`config.mk`:
```
export PLATFORM = sky130hd
export DESIGN_NAME = multi_flux_pick_accum
export DESIGN_NICKNAME = d
export VERILOG_FILES = /design/src/rtl/multi_flux_pick_accum.sv
export SDC_FILE = /design/constraint.sdc
export NUM_CORES = 1
export LEC_CHECK = 0
export CORE_ASPECT_RATIO = 1.2
export CORE_MARGIN = 2
export CORE_UTILIZATION = 45
export DETAILED_ROUTE_END_ITERATION = 6
export RECOVER_POWER = 25
export SYNTH_ARGS = -nofsm -noshare
export SYNTH_HDL_FRONTEND = slang
export SYNTH_SLANG_ARGS = --single-unit
export TNS_END_PERCENT = 30
```
`constraint.sdc`:
```
create_clock -name clk -period 5.9 [get_ports clk]
set_input_delay 1.18 -clock clk [delete_from_list [all_inputs] [get_ports clk]]
set_output_delay 1.18 -clock clk [all_outputs]
set_load 0.03 [all_outputs]
```
`src/rtl/multi_flux_pick_accum.sv`:
```
// multi_flux_pick_accum: N-flux tagged dataflow actor.
// Incoming {tag, data} tokens are demultiplexed into per-flux FIFOs. A shared
// firing engine picks an eligible flux round-robin, pops the rate-defined
// number of tokens, and emits their modular sum tagged with that flux.
module multi_flux_pick_accum #(
  parameter int FLUX       = 4,
  parameter int DATA_WIDTH = 8,
  parameter int TAG_WIDTH  = $clog2(FLUX),
  parameter int WIDTH      = DATA_WIDTH + TAG_WIDTH,
  parameter int DEPTH      = 4,
  parameter int MODE       = 0,
  parameter int RATE0      = 4,
  parameter int RATE1      = 2
) (
  input  logic             clk,
  input  logic             rst,
  input  logic             in_port_write,
  input  logic [WIDTH-1:0] in_port_datain,
  output logic [FLUX-1:0]  in_port_full,
  output logic             out_port_write,
  output logic [WIDTH-1:0] out_port_dataout,
  input  logic             out_port_full,
  output logic             err_port
);

  localparam int PW = $clog2(DEPTH);
  localparam int CW = $clog2(DEPTH + 1);

  localparam logic [CW-1:0]        DEPTH_C  = CW'(DEPTH);
  localparam logic [CW-1:0]        RATE0_C  = CW'(RATE0);
  localparam logic [CW-1:0]        RATE1_C  = CW'(RATE1);
  localparam logic [TAG_WIDTH:0]   FLUX_C   = (TAG_WIDTH + 1)'(FLUX);
  localparam logic [TAG_WIDTH-1:0] LAST_C   = TAG_WIDTH'(FLUX - 1);

  typedef enum logic [1:0] {IDLE, ACC, EMIT} state_t;

  state_t state;

  logic [DATA_WIDTH-1:0] mem    [FLUX][DEPTH];
  logic [PW-1:0]         wr_ptr [FLUX];
  logic [PW-1:0]         rd_ptr [FLUX];
  logic [CW-1:0]         count  [FLUX];

  logic [FLUX-1:0]       phase;
  logic [TAG_WIDTH-1:0]  rr_ptr;
  logic [TAG_WIDTH-1:0]  sel;
  logic [CW-1:0]         n_left;
  logic [DATA_WIDTH-1:0] acc;

  logic [TAG_WIDTH-1:0]  in_tag;
  logic [DATA_WIDTH-1:0] in_data;
  logic                  tag_ok;
  logic [FLUX-1:0]       push;
  logic [FLUX-1:0]       pop;

  logic                  hit;
  logic [TAG_WIDTH-1:0]  hit_idx;
  logic [CW-1:0]         hit_rate;
  logic [TAG_WIDTH-1:0]  cand;
  int unsigned           idx;

  function automatic logic [CW-1:0] rate_of(input logic ph);
    if (MODE == 1 && ph) return RATE1_C;
    return RATE0_C;
  endfunction

  assign in_tag  = in_port_datain[WIDTH-1:DATA_WIDTH];
  assign in_data = in_port_datain[DATA_WIDTH-1:0];
  assign tag_ok  = ({1'b0, in_tag} < FLUX_C);

  // Full flags, push/pop strobes per flux; full is taken from the pre-edge count
  always_comb begin
    in_port_full = '0;
    push         = '0;
    pop          = '0;
    for (int unsigned f = 0; f < FLUX; f++) begin
      in_port_full[f] = (count[f] == DEPTH_C);
      push[f] = in_port_write && tag_ok && (in_tag == TAG_WIDTH'(f)) &&
                (count[f] != DEPTH_C);
      pop[f]  = (state == ACC) && (sel == TAG_WIDTH'(f));
    end
  end

  // Round-robin search for the first flux holding at least its current rate
  always_comb begin
    hit      = 1'b0;
    hit_idx  = '0;
    hit_rate = RATE0_C;
    idx      = 0;
    cand     = '0;
    for (int unsigned i = 0; i < FLUX; i++) begin
      idx = 32'(rr_ptr) + i;
      if (idx >= FLUX) idx = idx - FLUX;
      cand = TAG_WIDTH'(idx);
      if (!hit && (count[cand] >= rate_of(phase[cand]))) begin
        hit      = 1'b1;
        hit_idx  = cand;
        hit_rate = rate_of(phase[cand]);
      end
    end
  end

  // FIFO storage; contents need no reset because count gates every read
  always_ff @(posedge clk) begin
    for (int unsigned f = 0; f < FLUX; f++) begin
      if (push[f]) mem[f][wr_ptr[f]] <= in_data;
    end
  end

  // FIFO pointers and occupancy counts
  always_ff @(posedge clk or negedge rst) begin
    if (!rst) begin
      for (int unsigned f = 0; f < FLUX; f++) begin
        wr_ptr[f] <= '0;
        rd_ptr[f] <= '0;
        count[f]  <= '0;
      end
    end else begin
      for (int unsigned f = 0; f < FLUX; f++) begin
        if (push[f]) wr_ptr[f] <= wr_ptr[f] + 1'b1;
        if (pop[f])  rd_ptr[f] <= rd_ptr[f] + 1'b1;
        case ({push[f], pop[f]})
          2'b10:   count[f] <= count[f] + 1'b1;
          2'b01:   count[f] <= count[f] - 1'b1;
          default: count[f] <= count[f];
        endcase
      end
    end
  end

  // Firing engine: select flux, accumulate n pops, emit tagged sum
  always_ff @(posedge clk or negedge rst) begin
    if (!rst) begin
      state            <= IDLE;
      sel              <= '0;
      rr_ptr           <= '0;
      acc              <= '0;
      n_left           <= '0;
      phase            <= '0;
      out_port_write   <= 1'b0;
      out_port_dataout <= '0;
    end else begin
      out_port_write <= 1'b0;
      case (state)
        IDLE: begin
          if (hit) begin
            sel    <= hit_idx;
            acc    <= '0;
            n_left <= hit_rate;
            state  <= ACC;
          end
        end
        ACC: begin
          acc    <= acc + mem[sel][rd_ptr[sel]];
          n_left <= n_left - 1'b1;
          if (n_left == CW'(1)) state <= EMIT;
        end
        EMIT: begin
          if (!out_port_full) begin
            out_port_write   <= 1'b1;
            out_port_dataout <= {sel, acc};
            if (MODE == 1) phase[sel] <= ~phase[sel];
            rr_ptr <= (sel == LAST_C) ? '0 : sel + 1'b1;
            state  <= IDLE;
          end
        end
        default: state <= IDLE;
      endcase
    end
  end

  // Sticky bad-tag flag
  always_ff @(posedge clk or negedge rst) begin
    if (!rst) begin
      err_port <= 1'b0;
    end else if (in_port_write && !tag_ok) begin
      err_port <= 1'b1;
    end
  end

endmodule

```
==> results of run 1 <==
==> synthesized netlist by cell type (3+ instances only) <==
| library cell | number |
|---|---|
| fa_1 | 5 |
| edfxtp_1 | 128 |
| and3_1 | 5 |
| buf_4 | 3 |
| mux4_2 | 21 |
| a21oi_1 | 4 |
| nor2b_1 | 6 |
| nand2_1 | 36 |
| nor2_1 | 14 |
| a22oi_1 | 13 |
| buf_2 | 4 |
| mux4_1 | 9 |
| xnor2_1 | 12 |
| ha_1 | 33 |
| mux2_2 | 12 |
| clkbuf_1 | 5 |
| and2_1 | 22 |
| mux2i_1 | 11 |
| o21ai_0 | 20 |
| xor2_1 | 15 |
| inv_1 | 36 |
| dfrtp_1 | 56 |
==> routing by layer <==
layer	share of wire	up-vias	track usage	wire, um
met3	0.025	21	0.0334	387
met2	0.52	77	0.300	7970
li1	-	1954	-	-
met5	0	-	0	0
met1	0.43	2135	0.220	6700
met4	0.024	0	0.0714	369
==> flip-flops by register name, indices dropped and copies added, names as in the netlist <==
register and cells:
acc 8, out_port_dataout 10, sel 2, wr_ptr 8, count 12, rr_ptr 2, state 2, mem 128
rd_ptr 8, out_port_write 1, n_left 3
==> worst max-delay path: stages, from the launching register on <==
cell	delay [ps]
dfrtp_2	710
buf_4	450
mux4_1	670
and2_1	270
a22oi_1	200
nand2_1	100
ha_1	200
inv_1	70
fa_1	200
nor2b_1	50
o21ai_0	190
a21oi_1	120
o21a_1	190
or3_1	310
a32o_1	260
==> report_power, final <==
part           total [uW]  switching, uW  internal [uW]  leakage, uW
sequential           1850            217           1630      0.00184
combinational        1890           1020            868      0.00130
clock                1110            541            572     0.000292
total                4850           1780           3070      0.00343
==> metrics by stage <==
| step | cell area, sq um | instances | total power, uW | utilization | worst slack [ps] |
|---|---|---|---|---|---|
| 6_report | 9120 | 775 | 4850 | 0.521 | 1790 |
| 2_1_floorplan | 8040 | 506 | 3270 | - | 2550 |
| 3_5_place_dp | 8530 | 743 | 3780 | 0.487 | 1770 |
| 5_1_grt | 9120 | 775 | 5180 | 0.521 | 1340 |
| 3_3_place_gp | 8530 | 743 | 3700 | 0.487 | 1890 |
| 4_1_cts | 9120 | 775 | 4900 | 0.521 | 1750 |
==> cell type report <==
type | instances | area [sq um] | area share
multi-input cells | 271 | 2560 | 0.281
clock buffers | 17 | 425 | 0.0467
well taps | 220 | 275 | 0.0302
flip-flops and latches | 184 | 5250 | 0.575
repair buffers | 32 | 302 | 0.0331
inverters | 36 | 135 | 0.0148
clock inverters | 15 | 171 | 0.0188
==> cells by family (layout without fill, tap and decap cells) <==
logic type,count (synthesis),in the layout,share of synthesized area
DFF,184,184,0.653
and+or+nand+nor,97,97,0.0610
AOI/OAI and AO/OA,55,55,0.0448
muxes,53,53,0.119
buffers and inverters,51,100,0.0291
adders and majority gates,38,38,0.0638
xor gates and xnor gates,27,27,0.0294
other,1,1,0.000467
==> how the worst min path moves through the flow <==
| stage | from | to | slack (ps) |
|---|---|---|---|
| finish | count[9]$_DFFE_PN0P_ | count[9]$_DFFE_PN0P_ | 470 |
| global route | count[6]$_DFFE_PN0P_ | count[6]$_DFFE_PN0P_ | 490 |
| CTS | count[9]$_DFFE_PN0P_ | count[9]$_DFFE_PN0P_ | 480 |
| detailed placement | count[9]$_DFFE_PN0P_ | count[9]$_DFFE_PN0P_ | 460 |
| global placement | count[3]$_DFFE_PN0P_ | count[3]$_DFFE_PN0P_ | 460 |
| floorplan | acc[7]$_DFFE_PN0P_ | acc[7]$_DFFE_PN0P_ | 440 |
==> metrics.md, run 1 <==
| Metric | Value |
|---|---|
| Status | finished with violations |
| Failing checks | max-capacitance violations, max-slew violations |
| Drt total wl | 15.4 mm |
| Period utilization | 0.697 |
| Row count | 53 |
| RSZ-0062 raised after global routing | false |
| Post_cts resized | 0 |
| Net Count, Synth | 558 |
| Synth Instances | 506 |
| Root buffer cell | clkbuf_16 |
| CTS Hold Bufs | 0 |
| Starting density of the core | 0.459 |
| Vias in the first global route | 4471 |
| Clock sinks | 184 |
| Internal reg-to-reg setup slack | 1790 ps |
| Setup TNS | 0 ps |
| Top-Level Pins | 30 |
| Most frequent cells in the layout | 128 x edfxtp_1, 55 x dfrtp_1, 36 x inv_1, 36 x nand2_1, 33 x ha_1 |
| Crit path capture type | flip-flop |
| Post-synth EDFFs | 128 |
| Main synth FF type | edfxtp_1 |
| H-Tree Depth | 4 |
| Fmax | 243 MHz |
| Final hold violations | 0 |
| R2R depth | 14 |
| Initial antenna violation count | 0 |
| Leakage power | 0.00343 uW |
| Fin crit period | 4110 ps |
| Pins Over Slew Limit | 57 |
| Most common cell after layout, fill and taps aside | edfxtp_1 |
| Residual DRC count | 0 |
| Clk buf depth | 2 |
| Drt via density | 5.40 |
| Fillers | 1423 |
| Share of cells above drive strength 1 | 0.130 |
| Worst setup path category | reg -> reg |
| Antenna Diode Count | 0 |
| Peak supply drop | 0.000211 V |
| DR vias | 4187 |
| Initial DRC count | 266 |
| First-pass GRT wire length | 24.6 mm |
| Req. time, crit path | 6210 ps |
| CTS tree | built |
| Worst Path Arrival | 4430 ps |
| Synth warn | 0 |
| Area delta synth->final | 13.4% |
| Overflow after GRT | 0 |
| # Max-Cap Violations | 1 |
| Die Y | 150 um |
| Count of cell types in the netlist | 47 |
| Worst setup path endpoint | acc[6]$_DFFE_PN0P_ |
| Mapped Area | 8040 sq um |
| Synthesis-stage register bit count | 184 |
| Clk pin slew, worst setup/hold paths | 70 ps |
| ANT nets after route | 0 |
| Critical Path Source | sel[0]$_DFFE_PN0P_ |
| Number of setup buffers added after CTS | 0 |
| Total track usage | 0.175 |
| Path category of the worst min-delay check | reg -> reg |
| Post-synth top area share | 0.478 |
| Async S/R FF share, synth | 0.304 |
| R2r startpoint | sel[0]$_DFFE_PN0P_ |
| Largest net degree at the start of global routing | 57 |
| Hold Path Depth | 1 |
| Die area | 19000 sq um |
| Startpoint types | flip-flop |
| Least-Margin Pin Slew | 3080 ps |
| Post-DP HPWL | 10.8 mm |
| Final Setup Violations | 0 |
| Final #Nets | 594 |
| Worst-path maximum fanout | 22 |
| GPL Wtd Cong | 0.864 |
| Seq/Total Area, Yosys | 0.653 |
| TritonRoute pass-1 iters | 5 |
| IO Port Bufs | 28 |
| TritonCTS Buffers | 17 |
| R2R Path End | acc[6]$_DFFE_PN0P_ |
| Final hold slack | 473 ps |
| Synth top area cells | edfxtp_1 48%, dfrtp_1 17%, mux4_2 5.9%, ha_1 5.1%, mux4_1 2.9% |
| Clock Skew | 10.7 ps |
| Core region area | 17500 sq um |
| Avg WL per Cell | 19.9 um |
| Pwr/cell area | 532 nW/um^2 |
| Die span in x | 126 um |
| Slew Limit Headroom | -1.05 |
| Yosys top cell by area | edfxtp_1 |
| Clock latency on the worst-skew pair | 430 ps |
| Syn Area/Cell | 15.9 sq um |
Note: power is estimated with default switching activity, not from simulation.
==> inputs of run 2 (changes only) <==
==> constraint.sdc (replaced) <==
create_clock -name clk -period 4.2 [get_ports clk]
set_input_delay 0.84 -clock clk [delete_from_list [all_inputs] [get_ports clk]]
set_output_delay 0.84 -clock clk [all_outputs]
set_load 0.03 [all_outputs]
==> metrics.md, run 2 (synthesized netlist as in run 1, its figures left out) <==
| Metric | Value |
|---|---|
| Status | finished with violations |
| Failing checks | max-capacitance violations, max-slew violations |
| Post-place setup slack | 470 ps |
| Internal reg-to-reg setup slack | 460 ps |
| Final hold slack | 470 ps |
| RSZ-0062 raised after global routing | false |
| R2R Path End | acc[6]$_DFFE_PN0P_ |
| Leakage power | 0.00345 uW |
| Part of the power in registers | 0.370 |
| Post_cts resized | 0 |
| Hold endpoint | count[6]$_DFFE_PN0P_ |
| Number of setup buffers added after CTS | 0 |
| Setup TNS | 0 ps |
| Fin crit period | 3740 ps |
| Peak supply drop | 0.000325 V |
| Antenna Diode Count | 0 |
| Pins Over Slew Limit | 58 |
| Initial DRC count | 294 |
| Die Y | 150 um |
| Worst setup path category | reg -> reg |
| Worst-path maximum fanout | 30 |
| Top-Level Pins | 30 |
| Share of cells above drive strength 1 | 0.133 |
| DP Cell Count | 748 |
| CTS Hold Bufs | 0 |
| Crit path capture type | flip-flop |
| Path category of the worst min-delay check | reg -> reg |
| Clock sinks | 184 |
| Slew Limit Headroom | -0.0529 |
| Core region area | 17500 sq um |
| Total track usage | 0.170 |
| IO Port Bufs | 28 |
| Worst Path Arrival | 4050 ps |
| Sw Ratio | 0.347 |
| Number of flip-flops in the largest register | 128 |
| R2r startpoint | sel[0]$_DFFE_PN0P_ |
| Most frequent cells in the layout | 128 x edfxtp_1, 55 x dfrtp_1, 36 x inv_1, 36 x nand2_1, 33 x ha_1 |
| Largest net degree at the start of global routing | 40 |
| Internal | 4470 uW |
| Root buffer cell | clkbuf_16 |
| Final worst setup slack | 457 ps |
| Final hold violations | 0 |
| CTS tree | built |
| Fmax | 267 MHz |
| Area delta synth->final | 13.9% |
| Combinational share of power | 0.394 |
| Least-Margin Pin Slew | 1580 ps |
| Final Setup Violations | 0 |
| Drt via density | 5.35 |
| Period utilization | 0.891 |
| Overflow after GRT | 0 |
| CP top delay family | multiplexers |
| Clk buf depth | 2 |
| Clk pwr share | 0.236 |
| Clock latency on the worst-skew pair | 430 ps |
| Initial antenna violation count | 0 |
| Starting density of the core | 0.459 |
| Startpoint types | flip-flop |
| TritonRoute pass-1 iters | 4 |
| Residual DRC count | 0 |
| Post-DP HPWL | 10.3 mm |
| H-Tree Depth | 4 |
| Req. time, crit path | 4510 ps |
| Fin util | 0.523 |
| Row count | 53 |
| # Max-Cap Violations | 2 |
| Sw power | 2380 uW |
| HP Start | count[6]$_DFFE_PN0P_ |
| Clk pin slew, worst setup/hold paths | 70 ps |
| Final #Nets | 599 |
| GPL Wtd Cong | 0.804 |
| Pwr/cell area | 748 nW/um^2 |
| Hold Path Depth | 1 |
| Clock Skew | 11.8 ps |
| R2R depth | 13 |
| CP cell instances | mux4_2, mux4_1, a22oi_1, nand2_1, ha_1, inv_1, fa_1, nor2b_1, o21ai_0, a21oi_1, o21a_1, or3_1, a32o_1 |
| Avg WL per Cell | 19.5 um |
| ANT nets after route | 0 |
| Die area | 19000 sq um |
| Worst Path Buf+Inv | 1 |
| TritonCTS Buffers | 17 |
| First-pass GRT wire length | 24.1 mm |
| CP max stage delay | 860 ps |
| Crit-path slowest cell | mux4_2 |
| Die span in x | 126 um |
| Vias in the first global route | 4366 |
| DR vias | 4161 |
| Drt total wl | 15.1 mm |
| Post-Layout Cell Count | 778 |
| Most common cell after layout, fill and taps aside | edfxtp_1 |
run 2: changes by cell type in the layout (fill, tap and decap cells not counted), sizes merged, moves of 2 or more:
| cell | change |
|---|---|
| inv | -5 |
| buf | +4 |
| bufinv | +3 |
| clkinv | -2 |
| clkinvlp | +2 |
run 2: worst register-to-register path, stage by stage (launching register included):
cell,delay (ps)
dfrtp_2,430
mux4_2,870
mux4_1,430
a22oi_1,240
nand2_1,80
ha_1,200
inv_1,70
fa_1,210
nor2b_1,70
o21ai_0,190
a21oi_1,130
o21a_1,190
or3_1,300
a32o_1,250
run 2: layout make-up:
cell class                      instances  area (sq um)
Clock buffer                           17           425
Clock inverter                         13           173
Fill cell                            1435          8350
Sequential cell                       184          5250
Inverter                               36           135
Multi-Input combinational cell        271          2560
Timing Repair Buffer                   37           338
Tap cell                              220           275
run 2: power groups by stage:
stage | registers, uW | clock network, uW | logic, uW
2_1_floorplan | 2580 | 0 | 2020
4_1_cts | 2540 | 1650 | 2740
3_3_place_gp | 2560 | 0 | 2640
3_5_place_dp | 2580 | 0 | 2720
6_report | 2540 | 1620 | 2700
5_1_grt | 2580 | 1720 | 3020
run 2: how the worst max path moves through the flow:
stage	from	to	slack, ps	cells after the start
final	sel[0]$_DFFE_PN0P_	acc[6]$_DFFE_PN0P_	460	13
after global routing	sel[0]$_DFFE_PN0P_	acc[6]$_DFFE_PN0P_	250	13
after CTS	sel[0]$_DFFE_PN0P_	acc[6]$_DFFE_PN0P_	460	13
after detailed placement	sel[0]$_DFFE_PN0P_	acc[6]$_DFFE_PN0P_	470	13
after global placement	sel[0]$_DFFE_PN0P_	acc[6]$_DFFE_PN0P_	520	13
after floorplan	sel[0]$_DFFE_PN0P_	acc[6]$_DFFE_PN0P_	850	15
run 2: per-layer routing:
layer | GRT usage | routed length [um]
met1 | 0.217 | 6860
met2 | 0.295 | 7850
met3 | 0.0313 | 295
met4 | 0.0604 | 132
met5 | 0 | 0
run 2: stage by stage:
step	power, uW	cell area [sq um]
4_1_cts	6940	9160
6_report	6850	9160
3_3_place_gp	5200	8560
5_1_grt	7320	9160
3_5_place_dp	5300	8560
2_1_floorplan	4600	8040
